[config.mk]
export PLATFORM = sky130hd
export DESIGN_NAME = accel_spi_target
export DESIGN_NICKNAME = d
export VERILOG_FILES = /design/src/rtl/accel_spi_pkg.sv /design/src/rtl/spi_sync_edge.sv /design/src/rtl/accel_spi_target.sv
export SDC_FILE = /design/constraint.sdc
export NUM_CORES = 2
export LEC_CHECK = 0
export CAP_MARGIN = 15
export CELL_PAD_IN_SITES_DETAIL_PLACEMENT = 1
export CELL_PAD_IN_SITES_GLOBAL_PLACEMENT = 2
export CORE_AREA = 4 4 305 307
export DETAILED_ROUTE_END_ITERATION = 10
export DIE_AREA = 0 0 309 311
export GPL_ROUTABILITY_DRIVEN = 0
export HOLD_SLACK_MARGIN = 0.06
export PLACE_DENSITY = 0.76
export SYNTH_ARGS = -nofsm -noshare
export SYNTH_HDL_FRONTEND = slang
export SYNTH_HIERARCHICAL = 1
export SYNTH_SLANG_ARGS = --single-unit
[constraint.sdc]
create_clock -name clk -period 3.94 [get_ports clk]
set_input_delay 0.788 -clock clk [delete_from_list [all_inputs] [get_ports clk]]
set_output_delay 0.788 -clock clk [all_outputs]
set_load 0.05 [all_outputs]
[src/rtl/accel_spi_pkg.sv]
// Shared constants and types for the accelerometer-style SPI register target.
package accel_spi_pkg;

  localparam logic [7:0] CMD_WRITE  = 8'h0A;
  localparam logic [7:0] CMD_READ   = 8'h0B;
  localparam logic [7:0] DEFAULT_ID = 8'hAD;

  typedef enum logic [2:0] {
    IDLE    = 3'd0,
    CMD     = 3'd1,
    ADDR    = 3'd2,
    WR_DATA = 3'd3,
    RD_DATA = 3'd4,
    IGNORE  = 3'd5
  } state_e;

  // Register addresses wrap from 0x3F back to 0x00 during bursts.
  function automatic logic [5:0] addr_inc(input logic [5:0] a);
    return a + 6'd1;
  endfunction

endpackage

[src/rtl/spi_sync_edge.sv]
// N-flop synchronizer for one asynchronous SPI pin, with rise/fall pulses
// derived from the synchronized level.
module spi_sync_edge #(
  parameter int   STAGES    = 2,
  parameter logic RESET_VAL = 1'b0
) (
  input  logic clk,
  input  logic rstn,
  input  logic i_d,
  output logic o_q,
  output logic o_rise,
  output logic o_fall
);

  logic [STAGES-1:0] sync_q;
  logic [STAGES-1:0] sync_d;
  logic              prev_q;

  // Next value of the chain: shift the raw pin in at the bottom.
  always_comb begin
    sync_d    = sync_q << 1;
    sync_d[0] = i_d;
  end

  // Synchronizer chain plus one delayed copy for edge detection.
  always_ff @(posedge clk or negedge rstn) begin
    if (!rstn) begin
      sync_q <= {STAGES{RESET_VAL}};
      prev_q <= RESET_VAL;
    end else begin
      sync_q <= sync_d;
      prev_q <= sync_q[STAGES-1];
    end
  end

  assign o_q    = sync_q[STAGES-1];
  assign o_rise = sync_q[STAGES-1] & ~prev_q;
  assign o_fall = ~sync_q[STAGES-1] & prev_q;

endmodule

[src/rtl/accel_spi_target.sv]
// SPI mode-0 target exposing a 64x8 register file. Command 0x0A writes and
// 0x0B reads a burst starting at a 6-bit address; register 0 is a read-only
// ID. A local update port can also write the registers.
module accel_spi_target
  import accel_spi_pkg::*;
#(
  parameter logic [7:0] ID_VALUE    = DEFAULT_ID,
  parameter int         SYNC_STAGES = 2
) (
  input  logic       clk,
  input  logic       rstn,
  input  logic       i_sclk,
  input  logic       i_cs_n,
  input  logic       i_mosi,
  output logic       o_miso,
  input  logic       i_upd_valid,
  input  logic [5:0] i_upd_addr,
  input  logic [7:0] i_upd_data,
  output logic       o_wr_valid,
  output logic [5:0] o_wr_addr,
  output logic [7:0] o_wr_data,
  output logic       o_busy
);

  logic sclk_s, sclk_rise, sclk_fall;
  logic cs_s, cs_rise, cs_fall;
  logic mosi_s, mosi_rise, mosi_fall;

  spi_sync_edge #(.STAGES(SYNC_STAGES), .RESET_VAL(1'b0)) u_sync_sclk (
    .clk(clk), .rstn(rstn), .i_d(i_sclk),
    .o_q(sclk_s), .o_rise(sclk_rise), .o_fall(sclk_fall)
  );

  spi_sync_edge #(.STAGES(SYNC_STAGES), .RESET_VAL(1'b1)) u_sync_cs (
    .clk(clk), .rstn(rstn), .i_d(i_cs_n),
    .o_q(cs_s), .o_rise(cs_rise), .o_fall(cs_fall)
  );

  spi_sync_edge #(.STAGES(SYNC_STAGES), .RESET_VAL(1'b0)) u_sync_mosi (
    .clk(clk), .rstn(rstn), .i_d(i_mosi),
    .o_q(mosi_s), .o_rise(mosi_rise), .o_fall(mosi_fall)
  );

  // Abort uses the synchronized CS level (covers the rising edge); the
  // remaining edge pulses have no use in this block.
  logic unused_edges;
  assign unused_edges = ^{cs_rise, mosi_rise, mosi_fall, sclk_s};

  state_e                 state_q, state_d;
  logic [2:0]             bit_cnt_q, bit_cnt_d;
  logic [7:0]             shift_q, shift_d;
  logic [5:0]             addr_q, addr_d;
  logic                   is_read_q, is_read_d;
  logic [7:0]             tx_q, tx_d;
  logic                   miso_q, miso_d;
  logic                   wr_valid_q, wr_valid_d;
  logic [5:0]             wr_addr_q, wr_addr_d;
  logic [7:0]             wr_data_q, wr_data_d;
  logic                   armed_q, armed_d;
  logic [SYNC_STAGES:0]   settle_q;
  logic [7:0]             regs_q [64];

  logic [7:0] byte_in;
  logic       byte_done;
  logic       spi_we;
  logic [5:0] rd_addr;
  logic [7:0] rd_data;

  // The byte that completes on this rising edge, including the new bit.
  assign byte_in   = {shift_q[6:0], mosi_s};
  assign byte_done = sclk_rise && (bit_cnt_q == 3'd7);

  // The address byte itself selects the first read location; later bytes
  // use the running burst address.
  assign rd_addr = (state_q == ADDR) ? byte_in[5:0] : addr_q;
  assign rd_data = (rd_addr == 6'd0) ? ID_VALUE : regs_q[rd_addr];

  // Count clocks after reset until the CS synchronizer holds the real pin
  // level, so a CS already low at reset release is not seen as a new frame.
  always_ff @(posedge clk or negedge rstn) begin
    if (!rstn) begin
      settle_q <= '0;
    end else begin
      settle_q <= {settle_q[SYNC_STAGES-1:0], 1'b1};
    end
  end

  // Transaction FSM, bit/byte assembly, TX shifting and write reporting.
  always_comb begin
    state_d    = state_q;
    bit_cnt_d  = bit_cnt_q;
    shift_d    = shift_q;
    addr_d     = addr_q;
    is_read_d  = is_read_q;
    tx_d       = tx_q;
    miso_d     = miso_q;
    wr_valid_d = 1'b0;
    wr_addr_d  = wr_addr_q;
    wr_data_d  = wr_data_q;
    spi_we     = 1'b0;
    armed_d    = armed_q | (settle_q[SYNC_STAGES] & cs_s);

    if (state_q == IDLE) begin
      if (cs_fall && armed_q) begin
        state_d   = CMD;
        bit_cnt_d = 3'd0;
        shift_d   = 8'h00;
        tx_d      = 8'h00;
        miso_d    = 1'b0;
      end
    end else if (cs_s) begin
      state_d   = IDLE;
      bit_cnt_d = 3'd0;
      shift_d   = 8'h00;
      miso_d    = 1'b0;
    end else begin
      if (sclk_rise) begin
        shift_d   = byte_in;
        bit_cnt_d = bit_cnt_q + 3'd1;
      end
      if (sclk_fall && (state_q == RD_DATA)) begin
        miso_d = tx_q[7];
        tx_d   = {tx_q[6:0], 1'b0};
      end
      if (byte_done) begin
        case (state_q)
          CMD: begin
            if (byte_in == CMD_WRITE) begin
              state_d   = ADDR;
              is_read_d = 1'b0;
            end else if (byte_in == CMD_READ) begin
              state_d   = ADDR;
              is_read_d = 1'b1;
            end else begin
              state_d = IGNORE;
            end
          end
          ADDR: begin
            if (is_read_q) begin
              state_d = RD_DATA;
              tx_d    = rd_data;
              addr_d  = addr_inc(byte_in[5:0]);
            end else begin
              state_d = WR_DATA;
              addr_d  = byte_in[5:0];
            end
          end
          WR_DATA: begin
            spi_we     = 1'b1;
            wr_valid_d = 1'b1;
            wr_addr_d  = addr_q;
            wr_data_d  = byte_in;
            addr_d     = addr_inc(addr_q);
          end
          RD_DATA: begin
            tx_d   = rd_data;
            addr_d = addr_inc(addr_q);
          end
          default: begin
          end
        endcase
      end
    end
  end

  // State and datapath registers.
  always_ff @(posedge clk or negedge rstn) begin
    if (!rstn) begin
      state_q    <= IDLE;
      bit_cnt_q  <= 3'd0;
      shift_q    <= 8'h00;
      addr_q     <= 6'd0;
      is_read_q  <= 1'b0;
      tx_q       <= 8'h00;
      miso_q     <= 1'b0;
      wr_valid_q <= 1'b0;
      wr_addr_q  <= 6'd0;
      wr_data_q  <= 8'h00;
      armed_q    <= 1'b0;
    end else begin
      state_q    <= state_d;
      bit_cnt_q  <= bit_cnt_d;
      shift_q    <= shift_d;
      addr_q     <= addr_d;
      is_read_q  <= is_read_d;
      tx_q       <= tx_d;
      miso_q     <= miso_d;
      wr_valid_q <= wr_valid_d;
      wr_addr_q  <= wr_addr_d;
      wr_data_q  <= wr_data_d;
      armed_q    <= armed_d;
    end
  end

  // Register file: local updates first, SPI write last so it wins a collision.
  always_ff @(posedge clk or negedge rstn) begin
    if (!rstn) begin
      for (int i = 0; i < 64; i++) begin
        regs_q[i] <= 8'h00;
      end
    end else begin
      if (i_upd_valid && (i_upd_addr != 6'd0)) begin
        regs_q[i_upd_addr] <= i_upd_data;
      end
      if (spi_we && (addr_q != 6'd0)) begin
        regs_q[addr_q] <= byte_in;
      end
    end
  end

  assign o_miso     = (state_q == RD_DATA) ? miso_q : 1'b0;
  assign o_wr_valid = wr_valid_q;
  assign o_wr_addr  = wr_addr_q;
  assign o_wr_data  = wr_data_q;
  assign o_busy     = (state_q != IDLE);

endmodule

==> results.md <==
- Result of the run: finished, final reports clean
- Drt pass-1 iters: 5
- Switching Share: a little under 30%
- Number of routed nets with antenna violations: 0
- CTS sink count: 568
- Setup Crit Path Kind: reg -> reg
- Maximum fanout along the worst path: 20
- Largest net degree at the start of global routing: 96
- Die height: ~310 µm
- R2r setup slk: between 80 and 90 ps
- Post-synthesis instance area: approximately 31,000 µm²
- Synth Warn #: 6
- CTS tree: built
- RSZ-0062 raised after global routing: false
- Worst-skew pair later-pin latency: between 600 and 700 ps
- Postcts setup bufs: 0
- Design Power: between 15 and 20 mW
- Setup WS post-layout: between 80 and 90 ps
- Syn-to-layout area delta: 14.3%
- Min cycle time layout: between 3000 and 4000 ps
- Maximum VDD drop: 321 µV
- Die ar.: 96,100 µm²
- Origin of the worst setup path: state_q[2]$_DFFE_PN0P_
- Register clock-pin slew on the reported worst setup and hold paths: approximately 60 ps
- Initial Util: a little over a third
- Initial antenna violation count: 2
- Worst-Margin Slew: roughly 1300 ps
- # resized after CTS: 0
- Max_cap viols: 0
- Total Neg Setup Slack: 0 ps
- DRT Wirelength: roughly 130 mm
- Hold crit path type: in -> async
- Core Region: 90,000 µm²
- Die Width: just over 300 µm
- I/O pins: 37
- Sw power: about 4.5 mW
- Cts bufs inserted: 70
- Final hold violation count: 0
- Clk pwr share: approximately 41%
- Sequential share of power: 45.4%
- Endpoints failing setup: 0
- DRC marker count from the first detailed-route iteration: roughly 2,300
- Critical Path Start Type: flip-flop
- Fin nets: 3,547
- Critical Path RT: ~4500 ps
- Pre-CTS setup slack: approximately 260 ps
- Static Leak: approximately 16 nW
- Power share of the combinational group: approximately 13%
- Synth Area per Inst: between 8 and 9 µm²
- Worst slew margin: 16.5%
- Final cycle utilization of the critical path: between 90% and 100%
- Drt drc: 0
- P per Cell Area: ~430 nW/µm²
- # fillers: between 10,000 and 15,000
- Htree depth: 3
- Deepest clock path buffer count: 3
- Num rows: 110
- Count of final max-slew check failures: 0
- Wire per inst: about 28 µm
- Port Buf Inserts: 36
- Layout cells sized above 1: between 10% and 20%
- Vias in the first global route: ~28,000
- Mapped Cells: 3,515
- GR Overflow Total: 0
- Cell count after placement: about 4,600
- DR vias: 27,400
- Clk_skew: between 30 and 40 ps
- Fmax: 260 MHz
- Syn_nets: about 3,500
- Arr. time, crit path: between 4000 and 5000 ps
- GRT Total Usage: a little over a quarter
- Crit end category: flip-flop
- # hold bufs at CTS: 0
- N_diodes: 0
- Root buffer cell: clkbuf_16
- First-pass GRT wire length: 196 mm
- Int Pwr: between 10 and 15 mW
- Number of vias per cell: ~5.8
- Worst r2r src: state_q[2]$_DFFE_PN0P_
- Fin cells: roughly 4,700
- Dpl hpwl: between 80 and 90 mm
[per-layer routing]
layer	vias to the layer above	track usage, %	share of wire, %
li1	12300	-	-
met1	14000	36.7	44
met2	849	43.9	46
met3	261	4.70	6.2
met4	2	9.83	4.0
met5	-	0	0.012
[flip-flops by register name, summed over array words and instances, names as in the netlist, 3 cells and up]
register / cells
addr_q: 6
bit_cnt_q: 3
o_wr_addr: 6
o_wr_data: 8
regs_q: 512
settle_q: 3
shift_q: 7
state_q: 3
tx_q: 8
[power by group through the flow]
stage	Clock (mW)	Combinational, mW	Sequential [mW]
floorplan	0	1.34	6.90
global placement	0	2.00	7.10
detailed placement	0	2.07	7.13
CTS	6.51	2.07	7.04
global route	6.77	2.27	7.12
finish	6.40	2.08	7.05
[cell usage in the layout, fill, tap and decap left out, drive strengths merged, types with 11 or more instances in the layout]
master and count:
mux2i 607, nor2 591, dfrtp 565, a21oi 557
nand2 454, buf 203, clkbuf 106, nand3 102
o21ai 36, a31oi 33, clkdlybuf4s50 27, a32oi 26
nand4 21, inv 21, a211oi 18, nor3 16
nand2b 13, a221oi 12, clkinv 11, mux4 11
[path summary, 6_finish.rpt]
path / cells after the start / to
max in group asynchronous: 2 / regs_q[422]$_DFF_PN0_
min in group clk: 0 / settle_q[1]$_DFF_PN0_
worst min-delay path: 1 / bit_cnt_q[1]$_DFFE_PN0P_
worst max register to register: 10 / tx_q[1]$_DFFE_PN0P_
worst max-delay path: 10 / tx_q[1]$_DFFE_PN0P_
worst min register to register: 0 / settle_q[1]$_DFF_PN0_
[final cells by class]
| class | instances | area, µm² | area share [%] |
|---|---|---|---|
| multi-input cells | 2632 | 16000 | 44.4 |
| flip-flops and latches | 568 | 14200 | 39.6 |
| clock buffers | 106 | 2090 | 5.81 |
| repair buffers | 230 | 1960 | 5.46 |
| well taps | 1176 | 1470 | 4.09 |
| clock inverters | 14 | 125 | 0.348 |
| inverters | 19 | 71.3 | 0.198 |
[critical path: stages (launching register included)]
cell	delay, ps
dfrtp_1	370
or3b_2	520
buf_4	260
a21oi_4	270
buf_4	360
nor2_2	200
buf_4	270
a32oi_1	240
a31oi_1	200
a2111oi_0	830
a31o_1	250
[stage by stage]
stage          hold slack, ps  util (%)  instance area, µm²
3_5_place_dp              337      37.5               33700
5_1_grt                  88.9      39.9               35900
2_1_floorplan             331         -               31400
6_report                 84.8      39.9               35900
4_1_cts                  74.5      39.9               35900
3_3_place_gp              337      37.5               33700
(Power assumes the default switching activity.)
